### src/rtl/hs_seq_pkg.sv
// Shared definitions for the AXI-MM handshake sequencer: bit positions of
// the master/slave level vectors, FSM state encoding and the table entry type.
package hs_seq_pkg;

    // Master level vector bit positions {rready,arvalid,bready,wvalid,awvalid}
    localparam int HS_AWV = 0;
    localparam int HS_WV  = 1;
    localparam int HS_BR  = 2;
    localparam int HS_ARV = 3;
    localparam int HS_RR  = 4;

    // Slave level vector bit positions {rvalid,arready,bvalid,wready,awready}
    localparam int HS_AWR = 0;
    localparam int HS_WR  = 1;
    localparam int HS_BV  = 2;
    localparam int HS_ARR = 3;
    localparam int HS_RV  = 4;

    // Sequencer FSM encoding
    localparam logic [0:0] ST_IDLE = 1'b0;
    localparam logic [0:0] ST_RUN  = 1'b1;

    // Default hold-counter width and the matching table entry layout
    localparam int HS_CW = 16;

    typedef struct packed {
        logic [4:0]       master;
        logic [4:0]       slave;
        logic [HS_CW-1:0] hold;
    } hs_entry_t;

endpackage

### src/rtl/hs_pattern_ram.sv
// Pattern table: DEPTH entries of {master, slave, hold}. Written synchronously
// at any time, read combinationally so the sequencer can load the next entry
// on the same edge that retires the current one. Contents are not reset.
module hs_pattern_ram #(
    parameter int DEPTH = 16,
    parameter int CW    = 16,
    parameter int AW    = $clog2(DEPTH)
) (
    input  logic          clk,
    input  logic          we_i,
    input  logic [AW-1:0] wr_addr_i,
    input  logic [4:0]    wr_master_i,
    input  logic [4:0]    wr_slave_i,
    input  logic [CW-1:0] wr_hold_i,
    input  logic [AW-1:0] rd_addr_i,
    output logic [4:0]    rd_master_o,
    output logic [4:0]    rd_slave_o,
    output logic [CW-1:0] rd_hold_o
);

    logic [4:0]    master_mem_r [DEPTH];
    logic [4:0]    slave_mem_r  [DEPTH];
    logic [CW-1:0] hold_mem_r   [DEPTH];

    // Table write port; entries keep their value across resets
    always_ff @(posedge clk) begin
        if (we_i) begin
            master_mem_r[wr_addr_i] <= wr_master_i;
            slave_mem_r[wr_addr_i]  <= wr_slave_i;
            hold_mem_r[wr_addr_i]   <= wr_hold_i;
        end
    end

    assign rd_master_o = master_mem_r[rd_addr_i];
    assign rd_slave_o  = slave_mem_r[rd_addr_i];
    assign rd_hold_o   = hold_mem_r[rd_addr_i];

endmodule

### src/rtl/handshake_sequencer.sv
// Plays back a programmed, cycle-exact sequence of AXI-MM handshake levels.
// Each table entry drives the 10 levels for hold+1 cycles; entries follow
// back to back. Run length and loop mode are latched at start.
module handshake_sequencer
    import hs_seq_pkg::*;
#(
    parameter int DEPTH = 16,
    parameter int CW    = 16,
    parameter int AW    = $clog2(DEPTH)
) (
    input  logic          clk,
    input  logic          resetn,
    input  logic          cfg_we,
    input  logic [AW-1:0] cfg_addr,
    input  logic [4:0]    cfg_master,
    input  logic [4:0]    cfg_slave,
    input  logic [CW-1:0] cfg_hold,
    input  logic [AW:0]   cfg_count,
    input  logic          start,
    input  logic          abort,
    input  logic          loop,
    output logic          awvalid,
    output logic          wvalid,
    output logic          bready,
    output logic          arvalid,
    output logic          rready,
    output logic          awready,
    output logic          wready,
    output logic          bvalid,
    output logic          arready,
    output logic          rvalid,
    output logic          busy,
    output logic          done,
    output logic [AW-1:0] step_idx
);

    logic [0:0]    state_q, state_d;
    logic [4:0]    master_q, master_d;
    logic [4:0]    slave_q, slave_d;
    logic [CW-1:0] hold_q, hold_d;
    logic [AW-1:0] idx_q, idx_d;
    logic [AW:0]   count_q, count_d;
    logic          loop_q, loop_d;
    logic          busy_q, busy_d;
    logic          done_q, done_d;

    logic [AW-1:0] rd_addr_s;
    logic [4:0]    rd_master_s;
    logic [4:0]    rd_slave_s;
    logic [CW-1:0] rd_hold_s;
    logic [AW-1:0] next_idx_s;
    logic          is_last_s;
    logic [AW:0]   count_clamped_s;

    hs_pattern_ram #(
        .DEPTH (DEPTH),
        .CW    (CW),
        .AW    (AW)
    ) u_ram (
        .clk         (clk),
        .we_i        (cfg_we),
        .wr_addr_i   (cfg_addr),
        .wr_master_i (cfg_master),
        .wr_slave_i  (cfg_slave),
        .wr_hold_i   (cfg_hold),
        .rd_addr_i   (rd_addr_s),
        .rd_master_o (rd_master_s),
        .rd_slave_o  (rd_slave_s),
        .rd_hold_o   (rd_hold_s)
    );

    // The only read targets are the following entry or, on start/wrap, entry 0
    assign next_idx_s      = idx_q + AW'(1);
    assign is_last_s       = (({1'b0, idx_q} + (AW+1)'(1)) >= count_q);
    assign rd_addr_s       = ((state_q == ST_RUN) && !is_last_s) ? next_idx_s : AW'(0);
    assign count_clamped_s = (cfg_count > (AW+1)'(DEPTH)) ? (AW+1)'(DEPTH) : cfg_count;

    // Next-state logic: start, per-entry hold countdown, advance, wrap, finish, abort
    always_comb begin
        state_d  = state_q;
        master_d = master_q;
        slave_d  = slave_q;
        hold_d   = hold_q;
        idx_d    = idx_q;
        count_d  = count_q;
        loop_d   = loop_q;
        busy_d   = busy_q;
        done_d   = 1'b0;
        case (state_q)
            ST_IDLE: begin
                if (start) begin
                    if (cfg_count != (AW+1)'(0)) begin
                        master_d = rd_master_s;
                        slave_d  = rd_slave_s;
                        hold_d   = rd_hold_s;
                        idx_d    = AW'(0);
                        count_d  = count_clamped_s;
                        loop_d   = loop;
                        busy_d   = 1'b1;
                        state_d  = ST_RUN;
                    end else begin
                        done_d   = 1'b1;
                    end
                end else begin
                    state_d = ST_IDLE;
                end
            end
            ST_RUN: begin
                if (abort) begin
                    master_d = 5'd0;
                    slave_d  = 5'd0;
                    hold_d   = CW'(0);
                    idx_d    = AW'(0);
                    busy_d   = 1'b0;
                    state_d  = ST_IDLE;
                end else if (hold_q != CW'(0)) begin
                    hold_d   = hold_q - CW'(1);
                end else if (!is_last_s) begin
                    master_d = rd_master_s;
                    slave_d  = rd_slave_s;
                    hold_d   = rd_hold_s;
                    idx_d    = next_idx_s;
                end else if (loop_q) begin
                    master_d = rd_master_s;
                    slave_d  = rd_slave_s;
                    hold_d   = rd_hold_s;
                    idx_d    = AW'(0);
                end else begin
                    master_d = 5'd0;
                    slave_d  = 5'd0;
                    hold_d   = CW'(0);
                    idx_d    = AW'(0);
                    busy_d   = 1'b0;
                    done_d   = 1'b1;
                    state_d  = ST_IDLE;
                end
            end
            default: begin
                master_d = 5'd0;
                slave_d  = 5'd0;
                hold_d   = CW'(0);
                idx_d    = AW'(0);
                busy_d   = 1'b0;
                state_d  = ST_IDLE;
            end
        endcase
    end

    // State and output registers with synchronous active-low reset
    always_ff @(posedge clk) begin
        if (!resetn) begin
            state_q  <= ST_IDLE;
            master_q <= 5'd0;
            slave_q  <= 5'd0;
            hold_q   <= CW'(0);
            idx_q    <= AW'(0);
            count_q  <= (AW+1)'(0);
            loop_q   <= 1'b0;
            busy_q   <= 1'b0;
            done_q   <= 1'b0;
        end else begin
            state_q  <= state_d;
            master_q <= master_d;
            slave_q  <= slave_d;
            hold_q   <= hold_d;
            idx_q    <= idx_d;
            count_q  <= count_d;
            loop_q   <= loop_d;
            busy_q   <= busy_d;
            done_q   <= done_d;
        end
    end

    assign awvalid  = master_q[HS_AWV];
    assign wvalid   = master_q[HS_WV];
    assign bready   = master_q[HS_BR];
    assign arvalid  = master_q[HS_ARV];
    assign rready   = master_q[HS_RR];
    assign awready  = slave_q[HS_AWR];
    assign wready   = slave_q[HS_WR];
    assign bvalid   = slave_q[HS_BV];
    assign arready  = slave_q[HS_ARR];
    assign rvalid   = slave_q[HS_RV];
    assign busy     = busy_q;
    assign done     = done_q;
    assign step_idx = idx_q;

endmodule
### config.mk
export PLATFORM = sky130hd
export DESIGN_NAME = handshake_sequencer
export DESIGN_NICKNAME = d
export VERILOG_FILES = /design/src/rtl/hs_seq_pkg.sv /design/src/rtl/hs_pattern_ram.sv /design/src/rtl/handshake_sequencer.sv
export SDC_FILE = /design/constraint.sdc
export NUM_CORES = 1
export LEC_CHECK = 0
export CAP_MARGIN = 20
export CORE_AREA = 2 2 193 195
export DETAILED_ROUTE_END_ITERATION = 10
export DIE_AREA = 0 0 195 197
export PLACE_DENSITY = 0.69
export SLEW_MARGIN = 20
export SYNTH_ARGS = -nofsm -noshare
export SYNTH_HDL_FRONTEND = slang
export SYNTH_SLANG_ARGS = --single-unit
### constraint.sdc
create_clock -name clk -period 10.2 [get_ports clk]
set_clock_uncertainty 0.2 [all_clocks]
set_input_delay 2.04 -clock clk [delete_from_list [all_inputs] [get_ports clk]]
set_output_delay 2.04 -clock clk [all_outputs]
set_load 0.005 [all_outputs]
Word level (Yosys, flattened, before mapping) --
Memories as Yosys holds them, arrays and structs flattened. Index checks and enable logic that the tools add are counted.
Operators by class: add/sub/neg operators 3, multiply operators 0, divide/modulo/power cells 0, $lt $le $gt $ge 2, eq/ne operators 5, shifts and indexed selects 0, multiplexer cells 52, bitwise operators 1, reductions and logical operators 8
Operators with widths (count):
- 16-bit two-way mux | 6
- 5-bit two-way mux | 13
- 16-bit case mux with 2 select lines | 1
- 4-bit two-way mux | 6
- 1-bit two-way mux | 20
- 5-bit case mux with 2 select lines | 2
- 16-bit nonzero test | 1
- 16-bit by 1-bit subtractor with 16-bit output, second input constant | 1
- 4-bit case mux with 2 select lines | 1
- 3-bit inequality test, second input constant | 2
- 1-bit case mux with 2 select lines | 3
- 3-bit AND reduction | 2
- 4-bit by 1-bit adder with 5-bit output, second input constant | 1
- 5-bit >= comparator | 1
- 5-bit greater-than comparator, second input constant | 1
- 5-bit AND reduction | 1
- 5-bit nonzero test | 1
- 4-bit by 1-bit adder with 4-bit output, second input constant | 1
- 2-bit inequality test, second input constant | 2
- 3-bit by 2-bit inequality test with 1-bit output, second input constant | 1
- 2-bit AND reduction | 1
- 1-bit logical AND | 1
- 1-bit zero test | 1
- 1-bit NOT | 1
Storage, ports and cells: bits in registers 39, latch bits 0, memory bits (writable) 416, memory bits (read-only) 0, input port bits 41, output and inout port bits 16, word-level logic and storage cells 83, memories 3
Memories:
- u_ram.hold_mem_r | words 16, width 16, rd ports 1, clocked after Yosys merged registers in 0, wr ports 1, RTL line hs_pattern_ram.sv:23 | logic [CW-1:0] hold_mem_r [DEPTH];
- u_ram.master_mem_r | words 16, width 5, rd ports 1, clocked after Yosys merged registers in 0, wr ports 1, RTL line hs_pattern_ram.sv:21 | logic [4:0] master_mem_r [DEPTH];
- u_ram.slave_mem_r | words 16, width 5, rd ports 1, clocked after Yosys merged registers in 0, wr ports 1, RTL line hs_pattern_ram.sv:22 | logic [4:0] slave_mem_r [DEPTH];

Depth between registers and ports, before layout --
An unclocked memory read counts as a cell.
word-level depth 11, gate-level depth with buffers 13, mapped depth without buffers 10

By module --
From an unflattened synthesis, not the netlist that was laid out.
Unflattened totals: cells, all modules 949, area total of the unflattened synthesis 18208.7 um2
Modules (own cells, without submodules):
- hs_pattern_ram | instances 1, cells each 660, area each 15856.5 um2, sequential area each 12492.0 um2
- handshake_sequencer | instances 1, cells each 289, area each 2352.3 um2, sequential area each 780.7 um2

Worst setup path before layout --
No wires, ideal clock.
kind input -> register, start point input cfg_addr[2], end point memory u_ram.hold_mem_r[0][0], enable pin, library setup time 0.442 ns, arrival 4.356 ns, slack 5.202 ns, stages on the path 2, path buffers 0, cell sequence or3b_2 > nor3_1
RTL lines:
- from (decl) | RTL line handshake_sequencer.sv:14 | input logic [AW-1:0] cfg_addr,
- to (decl) | RTL line hs_pattern_ram.sv:23
Straight into the memory's write port.

Worst setup path after layout --
start point register idx_q[0], in the netlist step_idx[0], end point register hold_q[13]
On the way: longest elaborated chain between the ends 11
Ends and longest elaborated chain:
- from (decl) | RTL line handshake_sequencer.sv:41 | logic [AW-1:0] idx_q, idx_d;
- from (signal assigned) | RTL line handshake_sequencer.sv:166 | idx_q <= idx_d;
- 4-bit by 1-bit adder with 5-bit output | RTL line handshake_sequencer.sv:74 | assign is_last_s = (({1'b0, idx_q} + (AW+1)'(1)) >= count_q);
- 5-bit >= comparator | RTL line handshake_sequencer.sv:74
- 1-bit zero test
- 1-bit logical AND | RTL line handshake_sequencer.sv:75 | assign rd_addr_s = ((state_q == ST_RUN) && !is_last_s) ? next_idx_s : AW'(0);
- 4-bit two-way mux | RTL line handshake_sequencer.sv:75
- memory read 16 x 16 bit
- 16-bit two-way mux | RTL line handshake_sequencer.sv:123 | end else if (loop_q) begin
- 16-bit two-way mux | RTL line handshake_sequencer.sv:118 | end else if (!is_last_s) begin
- 16-bit two-way mux | RTL line handshake_sequencer.sv:116 | end else if (hold_q != CW'(0)) begin
- 16-bit two-way mux | RTL line handshake_sequencer.sv:109 | if (abort) begin
- 16-bit case mux with 2 select lines * | RTL line handshake_sequencer.sv:89 | case (state_q)
- to (signal assigned) | RTL line handshake_sequencer.sv:165 | hold_q <= hold_d;
- to (decl) | RTL line handshake_sequencer.sv:40 | logic [CW-1:0] hold_q, hold_d;
Every way passes the cells marked *; elsewhere a longest branch is shown, timed or not. The select of a mux whose other input is x is not followed. A chain may end at the register's enable or synchronous reset.

==> impl_summary.log <==
INFO  metric run_status = finished, final reports clean
INFO  metric critical_path.startpoint_type = flip-flop
INFO  metric initial_core_utilization = 0.5167
INFO  metric area.sequential = 13270 µm²
INFO  metric nNetsFinal = 1437
INFO  metric crit_path_cell_trace = ha_2 -> and3_1 -> ha_1 -> a21oi_2 -> and3_1 -> a21boi_4 -> buf_4 -> mux2i_1 -> a211oi_1 -> o32ai_1 -> a211oi_1
INFO  metric layout_common_cells = edfxtp_1, nand2_1, clkdlybuf4s50_1
INFO  metric critical_path_class = flip-flop to flip-flop
INFO  metric chip_width = 195 µm
INFO  metric power.total = 4.006 mW
INFO  metric post-route-drc-count = 0
INFO  metric coreArea = 36260 µm²
INFO  metric globalRouteTotalUtil = 0.2471
INFO  metric synth_sequential_area_ratio = 0.7085
INFO  metric clk-insertion-delay-late = 0.56 ns
INFO  metric layout_commonest_cell = edfxtp_1
INFO  metric avgRoutedWirePerCell = 24.94 µm
INFO  metric cts_tree = done
INFO  metric crit_fanout = 56
INFO  metric layout_worst_path_cycle_share = 0.4737
INFO  metric area_growth_syn_to_layout = 14.96%
INFO  metric synth.yosys.warnings = 0
INFO  metric syn_inst = 1337
INFO  metric drtAntennaViolNets = 0
INFO  metric family_of_cells_with_the_greatest_summed_delay_on_the_critical_path = compound AO/OA/AOI/OAI gates
INFO  metric max_transition_viols_final = 0
INFO  metric number_of_antenna_violations_at_the_first_check_in_global_routing = 0
INFO  metric timing.max_cap.violations = 0
INFO  metric die_height = 197 µm
INFO  metric fp-row-count = 70
INFO  metric cts-htree-levels = 2
INFO  metric max_freq = 207.0 MHz
INFO  metric setup_fix_bufs_post_cts = 0
INFO  metric drt_iter0_drc = 1420
INFO  metric finalHoldViolCount = 0
INFO  metric count_of_fill_cells_added_during_filler_insertion = 2805
INFO  metric cts_inserted_buffers = 46
INFO  metric worst_ir_drop_vdd = 0.1207 mV
INFO  metric worst_setup_hold_path_clk_slew = 0.06 ns
INFO  metric worst_setup_path_end_kind = flip-flop
INFO  metric via_count_of_the_first_global_routing_pass = 11583
INFO  metric syn_nets = 1386
INFO  metric worstHoldPathCells = 2
INFO  metric sum_of_buffers_and_inverters_on_the_critical_path = 1
INFO  metric unrepaired_setup_endpoints_after_global_routing = false
INFO  metric grt_first_pass_wirelength = 70810 µm
INFO  metric tns = 0 ns
INFO  metric yosysUniqueCellTypes = 72
INFO  metric worst_r2r_endpoint = hold_q[13]
INFO  metric root_buffer = clkbuf_16
INFO  metric grt_overflow_total = 0
INFO  metric cts.path.max_buffers = 3
INFO  metric floorplan.io_pins = 57
INFO  metric fin_crit = 4.832 ns
INFO  metric post_synth.cell_area_avg = 14.01 µm²
INFO  metric worst_slew_pin_slew = 1.102 ns
INFO  metric clk_sinks = 455
INFO  metric post-route-util = 0.5940
INFO  metric r2r_cells = 11
INFO  metric multi_input_combinational_cell_area = 5184 µm²
INFO  metric timing.critical_path.arrival = 5.04 ns
INFO  metric final_weighted_congestion_of_routability_driven_global_placement = 0.9237
INFO  metric timing.critical_path.slowest_cell_delay = 0.69 ns
INFO  metric hold_path_end = count_q[3]
INFO  metric antennaDiodeCount = 0
INFO  metric critical_path.reg2reg.startpoint = step_idx[0]
INFO  metric hp-start = count_q[3]
INFO  metric power.density_cell_area = 186.0 nW/µm²
INFO  metric post_drt_via_cell_ratio = 6.302
INFO  metric pin_count_of_the_biggest_net_entering_global_routing = 68
INFO  metric async_flop_share = 0
INFO  metric numPortBuffers = 56
INFO  metric worst-r2r-setup-slack = 5.37 ns
INFO  metric syn_area = 18730 µm²
INFO  metric wirelength = 47210 µm
INFO  metric drt_pass1_iterations = 5
INFO  metric vias = 11929
INFO  metric holdCritPathClass = flip-flop to flip-flop
INFO  metric slew_headroom = 0.2639
INFO  metric worst_ep_required_time = 10.40 ns
INFO  metric cts_repair_resize_count = 0
INFO  metric number_of_endpoints_failing_setup_at_the_final_stage = 0
INFO  metric post_route_cells_drive_above_1_share = 0.1263
INFO  metric power_leakage = 6.910 nW
INFO  metric critical-path-slowest-cell = dfxtp_2
INFO  metric dp_hpwl = 26460 µm
INFO  metric post_route_hold_slack = 0.2605 ns
INFO  metric post_cts_hold_buffer_count = 0
INFO  metric die_area = 38420 µm²
INFO  metric synth-seq-cells = 455
INFO  metric synth-edff-count = 416
INFO  metric synthFlopType = edfxtp_1
-- metal layers --
| metal | global-route usage | routed length, µm | vias up |
|---|---|---|---|
| li1 | - | - | 5386 |
| met1 | 0.3723 | 21190 | 5961 |
| met2 | 0.3713 | 21280 | 508 |
| met3 | 0.04483 | 3891 | 74 |
| met4 | 0.06814 | 850 | 0 |
| met5 | 0 | 0 | - |
-- Yosys cell counts (all sizes together) (5+ instances only) --
master / count / area [µm²]
a21o: 5 / 37.54
mux2i: 23 / 230.2
a31oi: 22 / 137.6
o211ai: 26 / 195.2
inv: 10 / 37.54
o21ai: 58 / 297.8
o22ai: 16 / 100.1
nand4: 7 / 43.79
o211a: 12 / 120.1
or3: 26 / 167.7
o21a: 6 / 45.04
dfxtp: 39 / 780.8
and2: 5 / 31.28
nor3: 32 / 170.2
nand2b: 10 / 62.56
o32ai: 6 / 52.55
clkbuf: 53 / 202.7
o221ai: 40 / 350.3
and4: 10 / 87.58
and3: 6 / 37.54
ha: 8 / 100.1
a221oi: 8 / 70.07
a211oi: 39 / 292.8
nand3b: 6 / 45.04
a21oi: 57 / 304.0
nor2b: 12 / 75.07
nand3: 39 / 195.2
nor4: 10 / 62.56
mux2: 28 / 315.3
nand2: 146 / 563.0
edfxtp: 416 / 12490
mux4: 5 / 112.6
nor2: 54 / 207.7
a2111oi: 7 / 61.31
buf: 37 / 202.7
a311oi: 11 / 96.34
-- worst reg2reg max path, cell delays in order, from the launching register on --
cell	delay (ns)
dfxtp_2	0.69
ha_2	0.30
and3_1	0.16
ha_1	0.25
a21oi_2	0.32
and3_1	0.65
a21boi_4	0.27
buf_4	0.61
mux2i_1	0.34
a211oi_1	0.10
o32ai_1	0.64
a211oi_1	0.15
-- through the flow --
stage	worst slack (ns)	instances	area, µm²
floorplan	5.202	1337	18730
global placement	5.247	1800	19860
detailed placement	5.109	1803	19910
CTS	5.457	1888	21400
global route	5.186	1893	21540
finish	5.368	1893	21540
-- area by class of cell --
cell class | count | area share
sequential | 455 | 0.6163
multi-input combinational | 781 | 0.2407
clock buffer | 54 | 0.05676
timing repair buffer | 93 | 0.04473
tap | 468 | 0.02719
clock inverter | 31 | 0.01237
inverter | 11 | 0.001917
-- worst max path at each step --
| stage | from | end | slack (ns) | cells after the start |
|---|---|---|---|---|
| 6_report | step_idx[0] | hold_q[13] | 5.37 | 11 |
| 5_1_grt | step_idx[0] | hold_q[13] | 5.19 | 11 |
| 4_1_cts | step_idx[0] | hold_q[13] | 5.46 | 11 |
| 3_5_place_dp | cfg_count[0] | master_q[4] | 5.11 | 7 |
| 3_3_place_gp | cfg_count[0] | master_q[2] | 5.25 | 7 |
| 2_1_floorplan | cfg_addr[2] | u_ram.hold_mem_r[0][0] | 5.20 | 2 |
-- power breakdown --
group | total (mW) | internal [mW] | switching (mW)
Sequential | 2.10 | 2.08 | 0.0219
Clock | 1.66 | 0.960 | 0.697
Combinational | 0.246 | 0.0849 | 0.161
-- state kept, by name, summed over array words and instances (netlist names) --
signal and flops:
hold_q 16, count_q 5, done 1, slave_q 5, u_ram.slave_mem_r 80, master_q 5
step_idx 4, loop_q 1, u_ram.master_mem_r 80, busy 1, u_ram.hold_mem_r 256, state_q 1
-- logic make-up after synthesis --
kind of cell	share of synthesized area
DFF	0.7085
and+or+nand+nor	0.09824
AOI/OAI and AO/OA	0.1257
buffers and inverters	0.02384
muxes	0.03513
adders and majority gates	0.005343
xor gates and xnor gates	0.003273
Power figures use the tool's default switching activity.
